File: src/rtl/instruction_fetch_types.sv
// Shared types and constants for the instruction fetch block.
// Latency: n/a (declarations only).
// Backpressure: n/a.
package instruction_fetch_types;

  // Default first fetch address after reset.
  localparam logic [63:0] RESET_PC_DEFAULT = 64'h0;

  // RISC-V canonical NOP (addi x0, x0, 0), shown while no instruction is valid.
  localparam logic [31:0] NOP_INSTR = 32'h0000_0013;

  // One fetched instruction paired with the address it came from.
  typedef struct packed {
    logic [31:0] instruction;
    logic [63:0] pc;
  } fetch_entry_t;

endpackage

File: src/rtl/fetch_fifo.sv
// Small synchronous FIFO of a parameterised entry type with flush.
// Latency: head is a direct read of the oldest entry; a push is visible the next cycle.
// Backpressure: none internally; the caller must never push when full or pop when empty.
//
// Ports:
//   clk, rst          clock, synchronous active-high reset
//   flush             drop all entries (wins over a simultaneous push)
//   push, push_data   write one entry
//   pop               discard the head entry
//   head              oldest entry (undefined when count == 0)
//   count             number of entries held, 0..DEPTH
module fetch_fifo #(
  parameter int  DEPTH   = 2,
  parameter type entry_t = logic [63:0]
) (
  input  logic                         clk,
  input  logic                         rst,
  input  logic                         flush,
  input  logic                         push,
  input  entry_t                       push_data,
  input  logic                         pop,
  output entry_t                       head,
  output logic [$clog2(DEPTH+1)-1:0]   count
);

  localparam int CNT_W = $clog2(DEPTH + 1);
  localparam int PTR_W = (DEPTH > 1) ? $clog2(DEPTH) : 1;

  entry_t           mem [DEPTH];
  logic [PTR_W-1:0] rd_ptr;
  logic [PTR_W-1:0] wr_ptr;

  // Pointers wrap explicitly so DEPTH need not be a power of two.
  function automatic logic [PTR_W-1:0] bump(input logic [PTR_W-1:0] p);
    return (p == PTR_W'(DEPTH - 1)) ? '0 : p + 1'b1;
  endfunction

  always_ff @(posedge clk) begin
    if (rst || flush) begin
      rd_ptr <= '0;
      wr_ptr <= '0;
      count  <= '0;
    end else begin
      if (push) wr_ptr <= bump(wr_ptr);
      if (pop)  rd_ptr <= bump(rd_ptr);
      count <= count + CNT_W'(push) - CNT_W'(pop);
    end
  end

  // Storage needs no reset: entries are only read once count says they exist.
  always_ff @(posedge clk) begin
    if (push && !flush && !rst) mem[wr_ptr] <= push_data;
  end

  assign head = mem[rd_ptr];

endmodule

File: src/rtl/instruction_fetch.sv
// Instruction fetch: issues sequential PCs to memory, pairs in-order responses with
// their PCs, buffers them and presents one latched instruction per cycle to decode.
// Latency: 1 cycle from memory response to output registers when the buffer is empty.
// Backpressure: stall_in freezes the outputs; issue is throttled by a credit cap on
// in-flight + to-be-dropped + buffered responses, so the buffer can never overflow.
//
// Ports:
//   clk, rst                      clock, synchronous active-high reset
//   imem_req_valid/ready/addr     request channel to instruction memory
//   imem_resp_valid/data          in-order response channel from memory
//   stall_in                      decode stall, outputs hold
//   branch_reset, branch_target   redirect from execute
//   pc_output_valid, instruction, instruction_pc   latched output to decode
module instruction_fetch
  import instruction_fetch_types::*;
#(
  parameter logic [63:0] RESET_PC        = RESET_PC_DEFAULT,
  parameter int          MAX_OUTSTANDING = 2
) (
  input  logic        clk,
  input  logic        rst,
  output logic        imem_req_valid,
  input  logic        imem_req_ready,
  output logic [63:0] imem_req_addr,
  input  logic        imem_resp_valid,
  input  logic [31:0] imem_resp_data,
  input  logic        stall_in,
  input  logic        branch_reset,
  input  logic [63:0] branch_target,
  output logic        pc_output_valid,
  output logic [31:0] instruction,
  output logic [63:0] instruction_pc
);

  localparam int CNT_W = $clog2(MAX_OUTSTANDING + 1);
  localparam int SUM_W = CNT_W + 2;

  logic [63:0]      pc_q;
  logic [63:0]      pcq_head;
  logic [CNT_W-1:0] pcq_count;
  logic [CNT_W-1:0] resp_count;
  logic [CNT_W-1:0] drop_count;
  logic [SUM_W-1:0] credit_used;
  fetch_entry_t     resp_entry;
  fetch_entry_t     resp_head;
  logic             req_fire;
  logic             resp_drop;
  logic             resp_keep;
  logic             resp_empty;
  logic             resp_bypass;
  logic             resp_push;
  logic             resp_pop;

  // Every issued request holds a credit until its response leaves the buffer
  // (or is dropped), which is what bounds the response FIFO.
  assign credit_used    = SUM_W'(pcq_count) + SUM_W'(drop_count) + SUM_W'(resp_count);
  assign imem_req_valid = !rst && !branch_reset && (credit_used < SUM_W'(MAX_OUTSTANDING));
  assign imem_req_addr  = pc_q;
  assign req_fire       = imem_req_valid && imem_req_ready;

  // Responses to requests issued before a redirect are stale and discarded.
  assign resp_drop   = imem_resp_valid && (branch_reset || (drop_count != '0));
  assign resp_keep   = imem_resp_valid && !resp_drop;
  assign resp_entry  = '{instruction: imem_resp_data, pc: pcq_head};
  assign resp_empty  = (resp_count == '0);
  assign resp_bypass = resp_keep && !stall_in && resp_empty;
  assign resp_push   = resp_keep && !resp_bypass;
  assign resp_pop    = !branch_reset && !stall_in && !resp_empty;

  // PCs of live (non-stale) in-flight requests; flushed on redirect because the
  // stale ones are then tracked by drop_count alone.
  fetch_fifo #(
    .DEPTH   (MAX_OUTSTANDING),
    .entry_t (logic [63:0])
  ) u_pc_queue (
    .clk       (clk),
    .rst       (rst),
    .flush     (branch_reset),
    .push      (req_fire),
    .push_data (pc_q),
    .pop       (resp_keep),
    .head      (pcq_head),
    .count     (pcq_count)
  );

  fetch_fifo #(
    .DEPTH   (MAX_OUTSTANDING),
    .entry_t (fetch_entry_t)
  ) u_resp_fifo (
    .clk       (clk),
    .rst       (rst),
    .flush     (branch_reset),
    .push      (resp_push),
    .push_data (resp_entry),
    .pop       (resp_pop),
    .head      (resp_head),
    .count     (resp_count)
  );

  always_ff @(posedge clk) begin
    if (rst) begin
      pc_q <= RESET_PC;
    end else if (branch_reset) begin
      pc_q <= branch_target & ~64'd3;
    end else if (req_fire) begin
      pc_q <= pc_q + 64'd4;
    end
  end

  // On redirect every request still in flight becomes stale, except one whose
  // response is arriving right now (it is discarded this cycle).
  always_ff @(posedge clk) begin
    if (rst) begin
      drop_count <= '0;
    end else if (branch_reset) begin
      drop_count <= CNT_W'(SUM_W'(pcq_count) + SUM_W'(drop_count) - SUM_W'(imem_resp_valid));
    end else if (resp_drop) begin
      drop_count <= drop_count - 1'b1;
    end
  end

  always_ff @(posedge clk) begin
    if (rst) begin
      pc_output_valid <= 1'b0;
      instruction     <= NOP_INSTR;
      instruction_pc  <= '0;
    end else if (branch_reset) begin
      pc_output_valid <= 1'b0;
    end else if (!stall_in) begin
      if (!resp_empty) begin
        pc_output_valid <= 1'b1;
        instruction     <= resp_head.instruction;
        instruction_pc  <= resp_head.pc;
      end else if (resp_bypass) begin
        pc_output_valid <= 1'b1;
        instruction     <= resp_entry.instruction;
        instruction_pc  <= resp_entry.pc;
      end else begin
        pc_output_valid <= 1'b0;
      end
    end
  end

endmodule

File: config.mk
export PLATFORM = sky130hd
export DESIGN_NAME = instruction_fetch
export DESIGN_NICKNAME = d
export VERILOG_FILES = /design/src/rtl/instruction_fetch_types.sv /design/src/rtl/fetch_fifo.sv /design/src/rtl/instruction_fetch.sv
export SDC_FILE = /design/constraint.sdc
export NUM_CORES = 1
export LEC_CHECK = 0
export CAP_MARGIN = 25
export CORE_MARGIN = 2
export CORE_UTILIZATION = 30
export DETAILED_ROUTE_END_ITERATION = 8
export GPL_TIMING_DRIVEN = 0
export HOLD_SLACK_MARGIN = 0.03
export PLACE_DENSITY = 0.58
export SYNTH_ARGS = -nofsm -noshare
export SYNTH_HDL_FRONTEND = slang
export SYNTH_HIERARCHICAL = 1
export SYNTH_SLANG_ARGS = --single-unit
File: constraint.sdc
create_clock -name clk -period 14.1 [get_ports clk]
set_input_delay 2.115 -clock clk [delete_from_list [all_inputs] [get_ports clk]]
set_output_delay 2.115 -clock clk [all_outputs]
set_load 0.005 [all_outputs]
---- Yosys cells after proc, flatten, opt, wreduce, memory -nomap -nowiden ----
Memory sizes are Yosys's and may differ from the RTL's. A register that Yosys moved wholly into a read port is not among the register bits.
Index checks and enable logic that the tools add are counted.
storage, ports and cells
  memories ................................ 2
  register bits after elaboration ......... 171
  input port bits ......................... 102
  output and inout bits ................... 162
  RAM bits ................................ 320
  logic and storage cells ................. 81
  bits in latches ......................... 0
  memory bits (read-only) ................. 0
memory list
  name             depth  width  read ports  clocked after Yosys merged registers in  wr ports  RTL line          source
  u_resp_fifo.mem  2      96     1           1                                        1         fetch_fifo.sv:29  entry_t mem [DEPTH];
  u_pc_queue.mem   2      64     1           1                                        1         fetch_fifo.sv:29
cells by class
  div/mod/pow operators ................... 0
  bitwise operators ....................... 2
  shifts and indexed selects .............. 0
  reduce and logical (&&, ||, !) cells .... 28
  mux-type cells .......................... 22
  multipliers ............................. 0
  add/sub/neg operators ................... 13
  eq/ne operators ......................... 1
  order comparisons ....................... 1
operators by type and width
  operator                                             count
  2-to-1 mux 64 bit                                    4
  adder 64 x 3 -> 64 bit (second input constant)       1
  2-to-1 mux 32 bit                                    2
  logical AND 1 bit                                    14
  2-to-1 mux 1 bit                                     14
  zero test 1 bit                                      6
  nonzero test 2 bit                                   3
  subtractor 2 x 1 -> 2 bit                            3
  adder 1 bit (second input constant)                  4
  adder 2 x 1 -> 2 bit                                 2
  adder 3 x 2 -> 4 bit                                 1
  < comparator 4 x 2 -> 1 bit (second input constant)  1
  2-to-1 mux 2 bit                                     2
  adder 2 x 2 -> 3 bit                                 1
  AND reduction 3 bit                                  1
  zero test 2 bit                                      1
  logical OR 1 bit                                     2
  != test 2 x 1 -> 1 bit (second input constant)       1
  inverter 1 bit                                       2
  OR reduction 2 bit                                   1
  subtractor 2 x 1 -> 2 bit (second input constant)    1

---- Longest topological paths before layout ----
  depth in word-level cells ............... 13
  mapped depth ............................ 14
  mapped depth without buffers ............ 11

---- By module ----
Netlist, hierarchy kept.
modules (own cells, without submodules)
  module                    sequential area each (µm²)  cells each  area each (µm²)  times used
  instruction_fetch         3223.1                      1112        8379.3           1
  fetch_fifo (u_resp_fifo)  5865.6                      319         7345.8           1
  fetch_fifo (u_pc_queue)   3943.8                      219         5138.7           1

---- Worst setup path after synthesis ----
No wires, ideal clock.
  path type ............................... input-to-reg
  start point ............................. in branch_reset
  end point ............................... mem u_resp_fifo/mem[0][0] in the netlist's numbering, enable pin
  arrival ................................. 12.785 ns
  library setup time ...................... 0.825 ns
  buffers on the path ..................... 2
  required time ........................... 13.275 ns
  stages .................................. 5
  path slack .............................. 0.491 ns
  cells stage by stage .................... clkbuf_1 > clkbuf_1 > nor2_1 > and2_1 > nor4b_1
on the way
  cells in the longest elaborated chain, start to end .. 12
  elaborated cells on any way between the ends .. 13
  those cells by class .................... mux: 2; reduce/logical: 11
RTL lines
  what                                      RTL line                 source
  start, declared                           instruction_fetch.sv:28  input logic branch_reset,
  logical OR 1 bit *                        instruction_fetch.sv:62  assign resp_drop = imem_resp_valid && (branch_reset || (drop_count != '0));
  logical AND 1 bit *                       instruction_fetch.sv:62
  zero test 1 bit *                         instruction_fetch.sv:63  assign resp_keep = imem_resp_valid && !resp_drop;
  logical AND 1 bit *                       instruction_fetch.sv:63
  named net resp_keep                       instruction_fetch.sv:48  logic resp_keep;
  logical AND 1 bit (2 in a row)            instruction_fetch.sv:66  assign resp_bypass = resp_keep && !stall_in && resp_empty;
  zero test 1 bit                           instruction_fetch.sv:67  assign resp_push = resp_keep && !resp_bypass;
  logical AND 1 bit *                       instruction_fetch.sv:67
  named net resp_push                       instruction_fetch.sv:51  logic resp_push;
  logical AND 1 bit * (2 in a row)          fetch_fifo.sv:52         if (push && !flush && !rst) mem[wr_ptr] <= push_data;
  2-to-1 mux 1 bit *                        fetch_fifo.sv:52
  2-to-1 mux 1 bit (implied by the code) *  fetch_fifo.sv:52
  end, declared                             fetch_fifo.sv:29
The timed path passes the listed nets; every way through them passes the cells marked *.

---- Worst setup path after layout ----
  start point ............................. in rst
  end point ............................... mem u_pc_queue/mem[0][38] in the netlist's numbering, enable pin
on the way
  cells in the longest elaborated chain, start to end .. 8
RTL lines
  what                                    RTL line                 source
  start, declared                         instruction_fetch.sv:21  input logic rst,
  zero test 1 bit                         instruction_fetch.sv:57  assign imem_req_valid = !rst && !branch_reset && (credit_used < SUM_W'(MAX_OUTSTANDING));
  logical AND 1 bit (2 in a row)          instruction_fetch.sv:57
  logical AND 1 bit                       instruction_fetch.sv:59  assign req_fire = imem_req_valid && imem_req_ready;
  named net req_fire                      instruction_fetch.sv:46  logic req_fire;
  logical AND 1 bit (2 in a row)          fetch_fifo.sv:52
  2-to-1 mux 1 bit                        fetch_fifo.sv:52
  2-to-1 mux 1 bit (implied by the code)  fetch_fifo.sv:52
  end, declared                           fetch_fifo.sv:29
The timed path passes the listed nets, and every way through them passes these cells.

==> flow_summary.ini <==
[global_route]
gr-total-overflow = 0
grt.busiest_layer = met2
use_met3_pct = 4.58
grt_max_degree = 50
grt_pass1_vias = 14800
antenna_found_initial = 4
grt_pass1_wl_um = 97900
grt_usage_pct = 18.3
grt_use_met1_pct = 24.9
grt_util_met2_pct = 29.2

[layout]
n_antenna_cell = 0
regArea_um2 = 13000
final_area_um2 = 26700
drive_above_1_share_pct = 14.9
nFillCells = 6612
syn_to_final_growth_pct = 28.1
multi_input_area_um2 = 7150
nets = 2115

[sta]
setup_violations = 0
layout_setup_ws_ns = 7.01
min_period_ns = 7.09
drv_slew = 0
finalHoldViolCount = 0
tightestPinTransition_ns = 1.15
finClkSkew_ns = 0.0301
slew_headroom_pct = 22.9
max_freq_mhz = 141
fin_crit_sh_pct = 50.3
rsz0062_at_grt = no

[logic_synthesis]
synthFlopType = edfxtp_1
synth_seq_area_share_pct = 62.5
synth_edf_count = 320
netlist_instances = 1650
syn_area_um2 = 20900
async_flop_share_pct = 0
yosys_warnings = 6
synth.avg_cell_area_um2 = 12.6
yosys_register_bits = 491
synthDistinctLibCells = 64

[worst_setup_path]
critPathLaunchType = input port
cp.arrival_ns = 7.38
slowest_stage = clkbuf_1
crit_type = in2reg
crit_chain = clkdlybuf4s50_1 -> clkbuf_1 -> nor2_1 -> and3_1 -> nand2_1 -> inv_1 -> clkbuf_1 -> clkbuf_1 -> nor4b_2 -> buf_4 -> buf_4 -> buf_4 -> buf_4
critPathMaxStageDelay_ns = 0.75
critPathRequiredTime_ns = 14.39
crit_family = buffers and inverters
path_common_cell = buf_4
cp_max_fo = 13
endpoint_kind = register
worst-path-buf-inv = 9

[die]
die_h_um = 268
rows = 96
core-area_um2 = 68700
die-width_um = 268
start_util_pct = 30.4
dieArea_um2 = 71700
pin_count = 264

[status]
status = finished clean

[placed_design]
gp_congestion = 0.890
dp_hpwl_um = 48400
place_area_um2 = 25000
dp_slack_ns = 6.31
port_buffers = 259

[power]
power.total_mw = 3.27
powerDensity_nw_per_um2 = 122
ir_drop_uv = 98.2
p_leak_nw = 8.88

[cts]
htree_levels = 2
clock-sinks = 491
clkLatencyLatePin_ns = 0.61
postCtsSetupRepairBufs = 0
cts_buffers = 53
cts_buffer_depth = 3
cts.clk_slew.worst_paths_ns = 0.06
post_cts_resized = 0
cts_root_buf = clkbuf_16
cts_tree = built
postCtsHoldBufs = 0

[detailed_routing]
first_iter_violations = 1227
dr.pass1.iters = 5
wl_um = 67100
wl_per_cell_um = 22.5
viasPerCell = 5.13
ant_nets = 0
post-route-drc-count = 0
vias = 15300

[worst_hold_path]
min_path_type = reg2reg

[run]
cap_violations = 0
## through the flow
stage | util, % | hold WS [ns] | TNS, ns | std cells
after floorplan | - | 0.470 | 0 | 1655
after global placement | 35.9 | 0.484 | -1129.94 | 2845
after detailed placement | 36.4 | 0.492 | 0 | 2877
after CTS | 38.9 | 0.499 | 0 | 2977
after global routing | 38.9 | 0.512 | 0 | 2978
final | 38.9 | 0.494 | 0 | 2978
## path summary, 6_finish.rpt
check / startpoint / end / slack, ns / cells past startpoint
worst max-delay path: rst / u_pc_queue/mem[0][38] / 7.01 / 13
worst min-delay path: instruction_pc[49] / instruction_pc[49] / 0.49 / 2
worst max register to register: u_resp_fifo/count[0] / u_pc_queue/mem[0][38] / 7.69 / 15
worst min register to register: instruction_pc[49] / instruction_pc[49] / 0.49 / 2
## final cells by class
| class | count | share of cell area [%] |
|---|---|---|
| clock inverter | 26 | 0.763 |
| tap | 931 | 4.36 |
| timing repair buffer | 292 | 10.9 |
| clock buffer | 74 | 5.68 |
| buffer | 118 | 2.45 |
| multi-input combinational | 1029 | 26.8 |
| sequential | 491 | 48.8 |
| inverter | 17 | 0.239 |
## synth_stat cells, drive strengths merged (7+ instances only)
cell / count / area, um2
buf: 33 / 334
ha: 9 / 113
o22ai: 14 / 87.6
inv: 17 / 63.8
o21ai: 128 / 641
a31oi: 37 / 231
nand4: 22 / 138
a22oi: 7 / 52.6
a311oi: 94 / 823
xor2: 9 / 78.8
dfxtp: 171 / 3420
nand2: 169 / 634
nor2: 132 / 495
nor3: 25 / 125
and3: 13 / 81.3
mux2: 161 / 2190
or3: 12 / 75.1
nor4: 13 / 93.8
and2: 18 / 113
nand3: 32 / 165
xnor2: 11 / 96.3
o211ai: 8 / 60.1
edfxtp: 320 / 9610
clkbuf: 85 / 320
and4: 11 / 96.3
a21oi: 42 / 210
## placed cells by master (no fill, tap or decap), types with 12 or more instances in the layout
master	n
a31oi_1	37
or3_1	12
a21oi_1	42
and2_1	18
dfxtp_1	171
nor2_1	132
nand3_1	31
clkinv_1	13
o21ai_0	128
nor3_1	25
clkbuf_16	55
inv_1	17
clkbuf_1	96
a311oi_1	94
edfxtp_1	320
nand4_1	22
mux2_4	100
mux2_2	61
nand2_1	169
o22ai_1	14
buf_4	27
clkdlybuf4s50_1	259
## power by group
part | total, mW | internal [mW] | switching, mW | leakage, nW
clock | 1.37 | 0.803 | 0.571 | 0.845
sequential | 1.62 | 1.57 | 0.0470 | 4.27
combinational | 0.280 | 0.138 | 0.142 | 3.77
total | 3.27 | 2.51 | 0.760 | 8.88
## sequential cells by signal, summed over array words and instances (netlist names), named ones only
name                count
drop_count              2
imem_req_addr          62
pc_output_valid         1
u_resp_fifo/mem       192
u_resp_fifo/wr_ptr      1
instruction            32
u_pc_queue/mem        128
u_pc_queue/wr_ptr       1
u_resp_fifo/rd_ptr      1
u_pc_queue/rd_ptr       1
u_resp_fifo/count       2
instruction_pc         64
u_pc_queue/count        2
## layer usage
layer  vias up  part of all wire, %
met1      7642                   44
met5         -                0.076
met2       579                   46
met3        79                  7.8
li1       6970                    -
met4         8                  2.0
## worst register-to-register path, delay by kind of cell, from the launching register on
family / cells / cell delay [ns]
adder cells (fa/ha/maj): 1 / 0.55
buffers and inverters: 10 / 3.94
flip-flops: 1 / 0.33
AND/OR/NAND/NOR: 4 / 1.30
## logic make-up after synthesis
logic type	count (synthesis)	synth area share (%)
multiplexers	162	10.5
other	1	0.0180
XOR/XNOR	22	1.06
AO/OA/AOI/OAI	355	11.1
buffers and inverters	135	3.44
flip-flops	491	62.5
AND/OR/NAND/NOR	473	10.6
adder cells (fa/ha/maj)	11	0.732
Note: power is estimated with default switching activity, not from simulation.
